**src/rtl/lsu_byte_seq.sv**
```systemverilog
// Load/store sequencer: splits LB/LH/LW/LBU/LHU/SB/SH/SW into byte-wide memory cycles.
// Latency: accept at edge k, bytes in cycles k+1..k+N, resp_valid in cycle k+N+1.
// Backpressure: req_ready is high only in IDLE; the core holds its request until accepted.
//
// Ports:
//   clk, rst_n                     clock, asynchronous active-low reset
//   req_valid/req_ready            core request handshake
//   req_write/fun3/addr/wdata      request attributes, latched on accept
//   resp_valid/rdata/err           one-cycle completion pulse with extended load data
//   mem_read/write/fun3/addr/wdata memory port (byte-addressed)
//   mem_rdata                      memory read data, combinational from mem_addr
//
// Optional build macro LSU_ALIGNED_FAST_EN: aligned accesses use one native-width
// memory cycle; misaligned ones stay byte-serial.
module lsu_byte_seq #(
  parameter int ADDR_W = 8
) (
  input  logic              clk,
  input  logic              rst_n,
  input  logic              req_valid,
  output logic              req_ready,
  input  logic              req_write,
  input  logic [2:0]        req_fun3,
  input  logic [ADDR_W-1:0] req_addr,
  input  logic [31:0]       req_wdata,
  output logic              resp_valid,
  output logic [31:0]       resp_rdata,
  output logic              resp_err,
  output logic              mem_read,
  output logic              mem_write,
  output logic [2:0]        mem_fun3,
  output logic [ADDR_W-1:0] mem_addr,
  output logic [31:0]       mem_wdata,
  input  logic [31:0]       mem_rdata
);

  typedef enum logic [1:0] {IDLE, XFER, RESP} state_t;

  state_t            state_q, state_d;
  logic              wr_q;
  logic [2:0]        fun3_q;
  logic [ADDR_W-1:0] addr_q;
  logic [ADDR_W-1:0] last_addr_q;
  logic [31:0]       wdata_q;
  logic [31:0]       asm_q;
  logic [1:0]        idx_q;
  logic              err_q;
  logic              fast_q;

  logic              accept;
  logic              req_legal;
  logic              req_fast;
  logic              byte_last;
  logic [ADDR_W-1:0] cur_addr;

  function automatic logic fun3_legal(input logic wr, input logic [2:0] f);
    if (wr) return (f == 3'b000) || (f == 3'b001) || (f == 3'b010);
    return (f != 3'b011) && (f != 3'b110) && (f != 3'b111);
  endfunction

  // Index of the final byte: 0 for byte, 1 for half, 3 for word.
  function automatic logic [1:0] last_idx(input logic [2:0] f);
    case (f[1:0])
      2'b00:   return 2'd0;
      2'b01:   return 2'd1;
      default: return 2'd3;
    endcase
  endfunction

  // Gating with rst_n keeps req_ready low for as long as reset is asserted.
  assign req_ready = (state_q == IDLE) && rst_n;
  assign accept    = req_valid && req_ready;
  assign req_legal = fun3_legal(req_write, req_fun3);

`ifdef LSU_ALIGNED_FAST_EN
  assign req_fast = (req_fun3[1:0] == 2'b00) ||
                    ((req_fun3[1:0] == 2'b01) && !req_addr[0]) ||
                    ((req_fun3[1:0] == 2'b10) && (req_addr[1:0] == 2'b00));
`else
  assign req_fast = 1'b0;
`endif

  // Address arithmetic wraps naturally at 2^ADDR_W.
  assign cur_addr  = addr_q + ADDR_W'(idx_q);
  assign byte_last = fast_q || (idx_q == last_idx(fun3_q));

  always_comb begin
    state_d    = state_q;
    mem_read   = 1'b0;
    mem_write  = 1'b0;
    mem_fun3   = 3'b000;
    mem_wdata  = 32'h0;
    mem_addr   = last_addr_q;
    resp_valid = 1'b0;
    resp_rdata = 32'h0;
    resp_err   = 1'b0;
    case (state_q)
      IDLE: begin
        if (accept) state_d = req_legal ? XFER : RESP;
      end
      XFER: begin
        mem_addr = cur_addr;
        if (wr_q) begin
          mem_write = 1'b1;
          mem_fun3  = fast_q ? fun3_q : 3'b000;
          mem_wdata = fast_q ? wdata_q : {24'h0, wdata_q[8*idx_q +: 8]};
        end else begin
          mem_read = 1'b1;
          mem_fun3 = fast_q ? fun3_q : 3'b100;
        end
        if (byte_last) state_d = RESP;
      end
      RESP: begin
        resp_valid = 1'b1;
        resp_err   = err_q;
        if (!err_q && !wr_q) begin
          if (fast_q) begin
            // Memory already extended the value for the native fun3.
            resp_rdata = asm_q;
          end else begin
            case (fun3_q)
              3'b000:  resp_rdata = {{24{asm_q[7]}}, asm_q[7:0]};
              3'b001:  resp_rdata = {{16{asm_q[15]}}, asm_q[15:0]};
              3'b010:  resp_rdata = asm_q;
              3'b100:  resp_rdata = {24'h0, asm_q[7:0]};
              3'b101:  resp_rdata = {16'h0, asm_q[15:0]};
              default: resp_rdata = 32'h0;
            endcase
          end
        end
        state_d = IDLE;
      end
      default: state_d = IDLE;
    endcase
  end

  always_ff @(posedge clk or negedge rst_n) begin
    if (!rst_n) state_q <= IDLE;
    else        state_q <= state_d;
  end

  always_ff @(posedge clk or negedge rst_n) begin
    if (!rst_n) begin
      wr_q        <= 1'b0;
      fun3_q      <= 3'b000;
      addr_q      <= '0;
      last_addr_q <= '0;
      wdata_q     <= 32'h0;
      asm_q       <= 32'h0;
      idx_q       <= 2'd0;
      err_q       <= 1'b0;
      fast_q      <= 1'b0;
    end else begin
      if (accept) begin
        wr_q    <= req_write;
        fun3_q  <= req_fun3;
        addr_q  <= req_addr;
        wdata_q <= req_wdata;
        idx_q   <= 2'd0;
        asm_q   <= 32'h0;
        err_q   <= !req_legal;
        fast_q  <= req_fast && req_legal;
      end else if (state_q == XFER) begin
        last_addr_q <= cur_addr;
        idx_q       <= idx_q + 2'd1;
        if (!wr_q) begin
          if (fast_q) asm_q <= mem_rdata;
          else        asm_q[8*idx_q +: 8] <= mem_rdata[7:0];
        end
      end
    end
  end

endmodule

```
**config.mk**
```make
export PLATFORM = sky130hd
export DESIGN_NAME = lsu_byte_seq
export DESIGN_NICKNAME = d
export VERILOG_FILES = /design/src/rtl/lsu_byte_seq.sv
export SDC_FILE = /design/constraint.sdc
export NUM_CORES = 1
export LEC_CHECK = 0
export ABC_AREA = 1
export CAP_MARGIN = 10
export CORE_MARGIN = 2
export CORE_UTILIZATION = 44
export CTS_BUF_LIST = sky130_fd_sc_hd__clkbuf_2
export DETAILED_ROUTE_END_ITERATION = 8
export PLACE_DENSITY_LB_ADDON = 0.08
export SLEW_MARGIN = 20
export SYNTH_ARGS = -nofsm -noshare
export SYNTH_HDL_FRONTEND = slang
export SYNTH_SLANG_ARGS = --single-unit
```
**constraint.sdc**
```tcl
create_clock -name clk -period 2.1 [get_ports clk]
set_input_delay 0.315 -clock clk [delete_from_list [all_inputs] [get_ports clk]]
set_output_delay 0.315 -clock clk [all_outputs]
set_load 0.05 [all_outputs]
```
==> results.cfg <==
[status]
status = finished, violations left
violations = negative setup slack

[critical_path]
r2r_slack_ns = 0.17
worstRegToRegCells = 8
crit_fanout = 4
rr_startpoint = idx_q[0]
path_delay_family = adder cells
crit_slowest_cell = dfrtp_1
cpPeakStageDelay_ns = 0.42
cp_cell_sequence = ha_2 -> inv_2 -> fa_2 -> nor2_4 -> nand3_1 -> nand2_1 -> nand3_2 -> nand2_2 -> buf_12
critPathBufInv = 2
start_kind = flop
cp.required_ns = 1.78
arrival_ns = 2.15
worstSetupEndpointType = output port
setup.worst_path.class = flop to output port
r2r-end = asm_q[25]

[drt]
vias = 4938
drt.antenna.violating_nets = 0
route.detailed.drc = 0
drt-total-wl_mm = 13.5
drtIter0Drc = 263
routedWlPerCell_um = 13.5
first_pass_iters = 4
routed_via_density = 4.92

[pwr]
total_power_uw = 9120
ir_worst_vdd_mv = 1.18
p_leak_uw = 0.00393
p_per_area_mw_per_mm2 = 1180

[placed_design]
routabilityCongestion = 0.902
placed_area_sq_mm = 0.00669
dp_hpwl_mm = 8.88
portBuffers = 108

[global_route]
grt_use_total = 0.208
grt_max_degree = 88
grt_pass1_vias = 4523
grt_pass1_wl_mm = 21.2
antenna_found_initial = 0
grt_overflow = 0

[clock_network]
cts_root_buffer = clkbuf_2
cts_tree = done
clk_pin_slew_worst_paths_ns = 0.25
clock-sinks = 89
htree_levels = 3
cts_buffers = 9
clock_latency_ns = 0.54
clock_path_buffers = 2

[layout]
drive_gt1_frac = 0.279
layout.nets = 943
postLayoutCellArea_sq_mm = 0.00774
diodes = 0
area_growth_pct = 51.3

[logic_synthesis]
yosys.area.top_type_share = 0.436
synth_top_flop_cell = dfrtp_1
syn_area_per_cell_sq_um = 7.13
yosysUniqueCellTypes = 32
yosysTopAreaCell = dfrtp_1
yosys-top-cells-area = dfrtp_1 44%, nand2_1 21%, nor2_1 6.4%, buf_4 4.8%, nand3_1 4.3%
synthesis.instances = 717
ys_warn_count = 0
synth_area_sq_mm = 0.00511
ys_seq_area_frac = 0.436
synth_edf_count = 0
synth_seq_cells = 89
synthArstFlopShare = 1.00

[timing]
fin_hold_ws_ns = 0.0774
rsz0062_at_grt = true
min_period_ns = 2.47
final_max_slew_viol_count = 0
setup_viol = 50
finalSetupTns_ns = -9.10
hold_viol_final = 0
clock_skew_ns = 0.0302
post-route-period-util = 1.18
max_freq_mhz = 405
fin_ws_ns = -0.368

[die]
start_util = 0.450
die_area_sq_mm = 0.0125
die_y_um = 112
die_x_um = 112
io_pins = 159
rows = 39
coreArea_sq_mm = 0.0114

[worst_hold_path]
hold_path.class = input port to asynchronous set/reset pin

[job]
cap_violations = 0
logic make-up after synthesis:
logic type / share of synthesized area
AOI/OAI and AO/OA: 0.0551
buffers and inverters: 0.115
xor gates and xnor gates: 0.00343
DFF: 0.436
and+or+nand+nor: 0.369
adders and majority gates: 0.0210
other: 0.000733
flip-flops by register name (all words and copies together), names as in the netlist, 2 cells and up:
signal       cells
last_addr_q      8
addr_q           8
asm_q           32
wdata_q         32
idx_q            2
state_q          2
fun3_q           3
per-stage QoR:
step            util  std cells  setup slack (ns)
2_1_floorplan      -        742            -0.132
3_3_place_gp   0.589        949            0.0961
3_5_place_dp   0.589        949            0.0578
4_1_cts        0.637        983            -0.400
5_1_grt        0.680       1004            -0.516
6_report       0.680       1004            -0.368
area by class of cell:
| cell class | count | area [sq um] |
|---|---|---|
| tap | 143 | 179 |
| timing repair inverter | 1 | 6.26 |
| clock buffer | 10 | 50.0 |
| multi-input combinational | 539 | 2840 |
| inverter | 56 | 231 |
| sequential | 89 | 2230 |
| timing repair buffer | 160 | 2110 |
| fill | 934 | 3630 |
| clock inverter | 6 | 82.6 |
cell usage after synthesis (all sizes together), types with 2 or more instances:
| library cell | number |
|---|---|
| nor3 | 7 |
| clkinv | 2 |
| nand2 | 284 |
| nor2 | 94 |
| nand4 | 18 |
| inv | 54 |
| a21oi | 18 |
| ha | 7 |
| nand3 | 45 |
| o21ai | 36 |
| dfrtp | 89 |
| clkbuf | 4 |
| buf | 54 |
layout by cell type (no fill, tap or decap), drive strengths merged, types with 7 or more instances in the layout:
| cell | count |
|---|---|
| dfrtp | 89 |
| nand3 | 45 |
| o21ai | 36 |
| inv | 53 |
| clkdlybuf4s50 | 53 |
| conb | 26 |
| ha | 7 |
| nand4 | 18 |
| a21oi | 18 |
| clkbuf | 12 |
| nor2 | 94 |
| clkinv | 7 |
| nand2 | 284 |
| nor3 | 7 |
| buf | 103 |
metal layers:
metal / vias up / wire length [um] / track usage
li1: 2460 / - / -
met1: 2293 / 5910 / 0.285
met2: 161 / 6640 / 0.338
met3: 24 / 728 / 0.0283
met4: 0 / 234 / 0.0765
met5: - / 0 / 0
timing repair:
item	CTS	global route
hold buffers	1	0
hold endpoints to repair	89	0
setup endpoints to repair	50	52
gates resized for setup	89	79
pin swaps	12	26
buffers inserted	16	18
gates cloned	1	5
report_power, final:
part           switching, uW  internal [uW]  leakage (uW)  total [uW]
logic                   3300           2200       0.00269        5500
registers                378           2280       0.00115        2660
clock network            578            394     0.0000833         972
worst max path at each step:
| stage | cells after the start | from | slack [ns] | to |
|---|---|---|---|---|
| finish | 9 | idx_q[0] | -0.37 | mem_addr[6] |
| global route | 9 | idx_q[0] | -0.52 | mem_addr[6] |
| CTS | 9 | idx_q[0] | -0.40 | mem_addr[6] |
| detailed placement | 9 | idx_q[0] | 0.06 | mem_addr[6] |
| global placement | 9 | addr_q[0] | 0.1 | mem_addr[6] |
| floorplan | 5 | idx_q[1] | -0.13 | mem_addr[4] |
(Power assumes the default switching activity.)
==> RTL edit 1 (same flow settings) <==
Put a register stage on the output `resp_err`. The value now appears one clock later. The other outputs are not delayed to match.
--- a/src/rtl/lsu_byte_seq.sv
+++ b/src/rtl/lsu_byte_seq.sv
@@ -35,6 +35,8 @@
 );
 
   typedef enum logic [1:0] {IDLE, XFER, RESP} state_t;
+
+  logic resp_err_d;
 
   state_t            state_q, state_d;
   logic              wr_q;
@@ -93,7 +95,7 @@
     mem_addr   = last_addr_q;
     resp_valid = 1'b0;
     resp_rdata = 32'h0;
-    resp_err   = 1'b0;
+    resp_err_d = 1'b0;
     case (state_q)
       IDLE: begin
         if (accept) state_d = req_legal ? XFER : RESP;
@@ -112,7 +114,7 @@
       end
       RESP: begin
         resp_valid = 1'b1;
-        resp_err   = err_q;
+        resp_err_d = err_q;
         if (!err_q && !wr_q) begin
           if (fast_q) begin
             // Memory already extended the value for the native fun3.
@@ -171,5 +173,9 @@
     end
   end
 
+  always_ff @(posedge clk) begin
+    resp_err <= resp_err_d;
+  end
+
 endmodule
 
Formal check against the unedited RTL: not equivalent (Yosys sat finds a counterexample within 4 cycles, from zero or initial values and one cycle with rst_n low).
==> RTL edit 1 against the original RTL <==
- the flow still finishes with violations (negative setup slack)
- sequential cell count grew 1
- first-iteration DRC count increased by 19%
- routed wire length increased by 1.5%
- design area increased by 1.1%
- synthesized area down 0.59%
- total power rose by 2.7%
- worst setup slack lost 36 ps
- global-route usage up 1.1 points
- critical path type unchanged
==> RTL edit 1: results (changes against the original RTL) <==
Outcome
  – Status: finished with violations (unchanged)
  – Failing checks: negative setup slack (unchanged)

Clock tree
  – CTS clk-pin slew, worst paths: 220 ps (was 250 ps)
  – Post-cts gate resize count: 82 (was 89)
  – Post-CTS Setup Inserts: 25 (was 16)

Power
  – Leakage power: 0.00384 µW (was 0.00393 µW)
  – Peak supply drop: 895 µV (was 1180 µV)

GRT
  – GRT Overall Usage: 0.219 (was 0.208)
  – Largest net degree at the start of global routing: 51 (was 88)
  – Global-route wire length before repair: 22400 µm (was 21200 µm)
  – Vias in the first global route: 4804 (was 4523)

Route
  – DRT iter0 DRCs: 313 (was 263)
  – Vias per cell: 4.92 (about the same)
  – Vias: 4927 (was 4938)

Synthesis
  – Syn_area_per_cell: 7.22 µm² (was 7.13 µm²)
  – Top cells by area, synth: dfrtp_1 (44%), nand2_1 (20%), nor2_1 (5.2%) (was dfrtp_1 (44%), nand2_1 (21%), nor2_1 (6.4%))
  – Synth unique cells: 34 (was 32)
  – Register area share after synthesis: 0.442 (was 0.436)
  – Top cells by count, synth: nand2_1 (274), dfrtp_1 (89), nor2_1 (70) (was nand2_1 (281), dfrtp_1 (89), nor2_1 (87))
  – Async SR Flop Fraction: 0.989 (was 1.00)

Placed design
  – Placer congestion estimate: 0.889 (was 0.902)
  – Placed cells: 941 (was 949)
  – Post-place setup slack: 65.2 ps (was 57.8 ps)

Setup path
  – R2R Setup Slk: 120 ps (was 170 ps)
  – Worst EP arrival: 2190 ps (was 2150 ps)
  – Critical path peak fanout: 2 (was 4)
  – Reg2Reg Depth: 12 (was 8)

Layout
  – Layout Nets: 940 (was 943)
  – Layout cell share with drive strength beyond 1: 0.286 (was 0.279)

STA
  – Clk_skew: 29.5 ps (was 30.2 ps)
  – Slack of the critical path: -405 ps (was -368 ps)
  – Setup violators final: 48 (was 50)
  – Worst Hold Margin: 283 ps (was 77.4 ps)

Worst hold path
  – Hold Path Class: primary input to register (was primary input to async pin)
-- RTL edit 1: worst min-delay path, delay by kind of cell --
family        cells  cell delay (ps)
buf+inv           1              390
simple gates      2              100
-- RTL edit 1: final cells by class --
cell class              instances  area (µm²)
fillers                       949        3550
inverters                      61         267
clock inverters                 5        45.0
flip-flops and latches         90        2250
repair buffers                167        2220
multi-input cells             523        2800
repair inverters                1        5.00
clock buffers                  11        55.1
well taps                     143         179
-- RTL edit 1: final timing paths --
kind / start / to
max in group asynchronous: rst_n / wdata_q[10]
min in group asynchronous: rst_n / state_q[1]
worst max register to register: idx_q[0] / asm_q[18]
worst min register to register: asm_q[21] / asm_q[21]
worst min-delay path: req_wdata[31] / wdata_q[31]
worst max-delay path: addr_q[0] / mem_addr[2]
-- RTL edit 1: per-stage QoR --
step | power, µW | setup TNS, ps
after global placement | 6690 | 0
after global routing | 9990 | -17260
after detailed placement | 6810 | 0
after CTS | 8610 | -14160
final | 9370 | -9820
after floorplan | 5410 | -132
-- RTL edit 1: per-layer routing --
metal	wire (µm)	up-vias	GRT usage
met5	0	-	0
met1	5710	2291	0.270
met2	6980	166	0.386
li1	-	2438	-
met4	391	0	0.0856
met3	635	32	0.0338
-- RTL edit 1: cell families after synthesis --
kind of cell / synth area share
xor+xnor: 0.00345
compound gates: 0.0593
flops: 0.442
simple gates: 0.356
buf+inv: 0.117
fa+ha+maj: 0.0212
other cells: 0.000738
-- RTL edit 1: where the power goes --
part / switching, µW / internal (µW) / leakage, µW
Clock: 561 / 270 / 0.0000661
Sequential: 471 / 2280 / 0.00116
Combinational: 3320 / 2460 / 0.00262
==> RTL edit 2 (config.mk and constraints unchanged) <==
Made on the original files. Build with the macro `LSU_ALIGNED_FAST_EN` defined.
--- a/src/rtl/lsu_byte_seq.sv
+++ b/src/rtl/lsu_byte_seq.sv
@@ -12,6 +12,8 @@
 //
 // Optional build macro LSU_ALIGNED_FAST_EN: aligned accesses use one native-width
 // memory cycle; misaligned ones stay byte-serial.
+`define LSU_ALIGNED_FAST_EN
+
 module lsu_byte_seq #(
   parameter int ADDR_W = 8
 ) (
Behaviour: not the same (a bounded check fails within 4 cycles, from zero or initial values and one cycle with rst_n low).
==> RTL edit 2 against the original RTL <==
- the run still ends with negative setup slack left
- synthesized area up 7.7%
- sequential cell count up 1
- routed wire length up 75%
- highest routed layer unchanged
- worst setup slack worse by 160 ps
- synthesized cell count up 11%
- clock power up 10%
- design area up 35%
- total power up 34%
- sequential share of layout area down 7.2 points
==> RTL edit 2: results (changes against the original RTL) <==
Power
  – Leakage power: 0.00450 µW (was 0.00393 µW)
  – Internal Power: 6030 µW (was 4870 µW)
  – Peak supply drop: 960 µV (was 1180 µV)

Setup path
  – Critical path startpoint: idx_q[0] (unchanged)
  – Worst EP arrival: 2310 ps (was 2150 ps)
  – Critical path peak fanout: 3 (was 4)

Layout
  – Layout Nets: 1092 (was 943)
  – Fill count: 628 (was 934)
  – Layout cell share with drive strength beyond 1: 0.395 (was 0.279)
  – Non-filler cells, final: 1180 (was 1004)
  – Top Registers: asm_q: 32 flops, wdata_q: 32 flops (unchanged)

Route
  – Wire per inst: 20.1 µm (was 13.5 µm)
  – Vias per cell: 5.81 (was 4.92)
  – Detailed-router iteration count before antenna repair: 6 (was 4)
  – DRT iter0 DRCs: 772 (was 263)

GRT
  – Largest net degree at the start of global routing: 55 (was 88)
  – GRT Overall Usage: 0.312 (was 0.208)
  – Global-route wire length before repair: 32500 µm (was 21200 µm)
  – Vias in the first global route: 6492 (was 4523)
  – Initial antenna violation count: 1 (was 0)

Outcome
  – Status: finished with violations (unchanged)
  – Failing checks: negative setup slack (unchanged)

Worst hold path
  – Hold Path Class: primary input to async pin (unchanged)

STA
  – Worst-Margin Slew: 709 ps
  – Slack of the critical path: -529 ps (was -368 ps)
  – Setup_tns: -23160 ps (was -9100 ps)
  – Setup violators final: 88 (was 50)
  – Clk_skew: 41.2 ps (was 30.2 ps)

Synthesis
  – YS warnings: 0 (unchanged)
  – Top cells by area, synth: dfrtp_1 (41%), nand2_1 (21%), o21ai_0 (6.5%) (was dfrtp_1 (44%), nand2_1 (21%), nor2_1 (6.4%))
  – Synth unique cells: 38 (was 32)
  – Synthesized net count: 885
  – Register area share after synthesis: 0.409 (was 0.436)
  – Top cells by count, synth: nand2_1 (307), dfrtp_1 (90), o21ai_0 (72) (was nand2_1 (281), dfrtp_1 (89), nor2_1 (87))
  – Synth Flop Type: dfrtp_1 (unchanged)
  – Async SR Flop Fraction: 1.00 (unchanged)
  – Post-Synthesis Cells: 799 (was 717)

Clock tree
  – CTS clk-pin slew, worst paths: 260 ps
  – Htree depth: 3 (unchanged)
  – Total CTS buffers: 9 (unchanged)
  – Clock latency on the worst-skew pair: 610 ps (was 540 ps)
  – CTS Buffer Depth: 2 (unchanged)
  – Clock root cell: clkbuf_2 (unchanged)

Placed design
  – Placed cell area: 8480 µm² (was 6690 µm²)
  – Port bufs: 158 (was 108)
  – Placer congestion estimate: 0.882 (was 0.902)
  – Post-place setup slack: 57.1 ps (was 57.8 ps)
  – Hpwl dp: 13400 µm (was 8880 µm)
-- RTL edit 2: cell count changes after synthesis, sizes merged, moves of 2 or more --
cell and delta:
o31ai +8, a21oi +18, o21ai +45, clkbuf +7
nor3b +8, a31oi +2, nor2 -42, nand2 +29
nand4 -8, inv +8, nand3 +27, buf -21
-- RTL edit 2: kinds of logic after synthesis --
family / after synthesis / share of synthesized area
AND/OR/NAND/NOR: 463 / 0.358
AO/OA/AOI/OAI: 128 / 0.124
flip-flops: 90 / 0.409
buffers and inverters: 109 / 0.0893
adder cells (fa/ha/maj): 7 / 0.0173
XOR/XNOR: 2 / 0.00318
-- RTL edit 2: final timing paths --
check | endpoint | slack (ps) | cells past startpoint
max | mem_addr[6] | -530 | 10
min | last_addr_q[6] | 30 | 2
max reg2reg | asm_q[16] | -170 | 13
min reg2reg | last_addr_q[5] | 530 | 2
max in group asynchronous | fun3_q[1] | 1100 | 3
min in group clk | wdata_q[7] | 210 | 3
-- RTL edit 2: layout make-up --
cell class / instances / area [µm²] / share of cell area
timing repair buffer: 236 / 3350 / 0.321
multi-input combinational: 604 / 4190 / 0.401
tap: 168 / 210 / 0.0202
sequential: 90 / 2260 / 0.217
clock inverter: 7 / 91.3 / 0.00876
clock buffer: 9 / 45.0 / 0.00432
inverter: 65 / 290 / 0.0278
antenna: 1 / 2.50 / 0.000240
-- RTL edit 2: metrics by stage --
| step | hold WS, ps | total power [µW] |
|---|---|---|
| after floorplan | 19.4 | 6370 |
| after global placement | 145 | 8160 |
| after detailed placement | 150 | 8290 |
| after CTS | 8.92 | 10700 |
| after global routing | -12.9 | 12800 |
| final | 27.5 | 12200 |
-- RTL edit 2: what timing repair did --
action	4_1_cts	5_1_grt
hold endpoints to repair	90	0
hold buffers	1	0
setup endpoints to repair	77	110
setup buffers	23	18
resized for setup	160	144
cloned	9	5
pin swaps	22	49
-- RTL edit 2: power groups by stage --
stage / Sequential (µW) / Clock, µW / Combinational [µW]
2_1_floorplan: 2830 / 0 / 3550
3_3_place_gp: 2960 / 0 / 5190
3_5_place_dp: 3000 / 0 / 5290
4_1_cts: 2990 / 1060 / 6650
5_1_grt: 3180 / 1140 / 8430
6_report: 3130 / 1070 / 8010
-- RTL edit 2: layer usage --
metal  GRT usage  vias to the layer above  wire (µm)
met1       0.373                     3269       8510
met3      0.0533                      142       1690
met2       0.557                      447      12000
li1            -                     2998          -
met5           0                        -          0
met4       0.130                        0       1450
-- RTL edit 2: worst max-delay path: stages (launching register included) --
cell and delay, ps:
dfrtp_1 430, ha_2 200, inv_2 40, fa_2 340, inv_2 80, nand4_1 150
nor2_1 130, nand2_1 70, nand3_2 90, nand2_2 60, buf_12 150
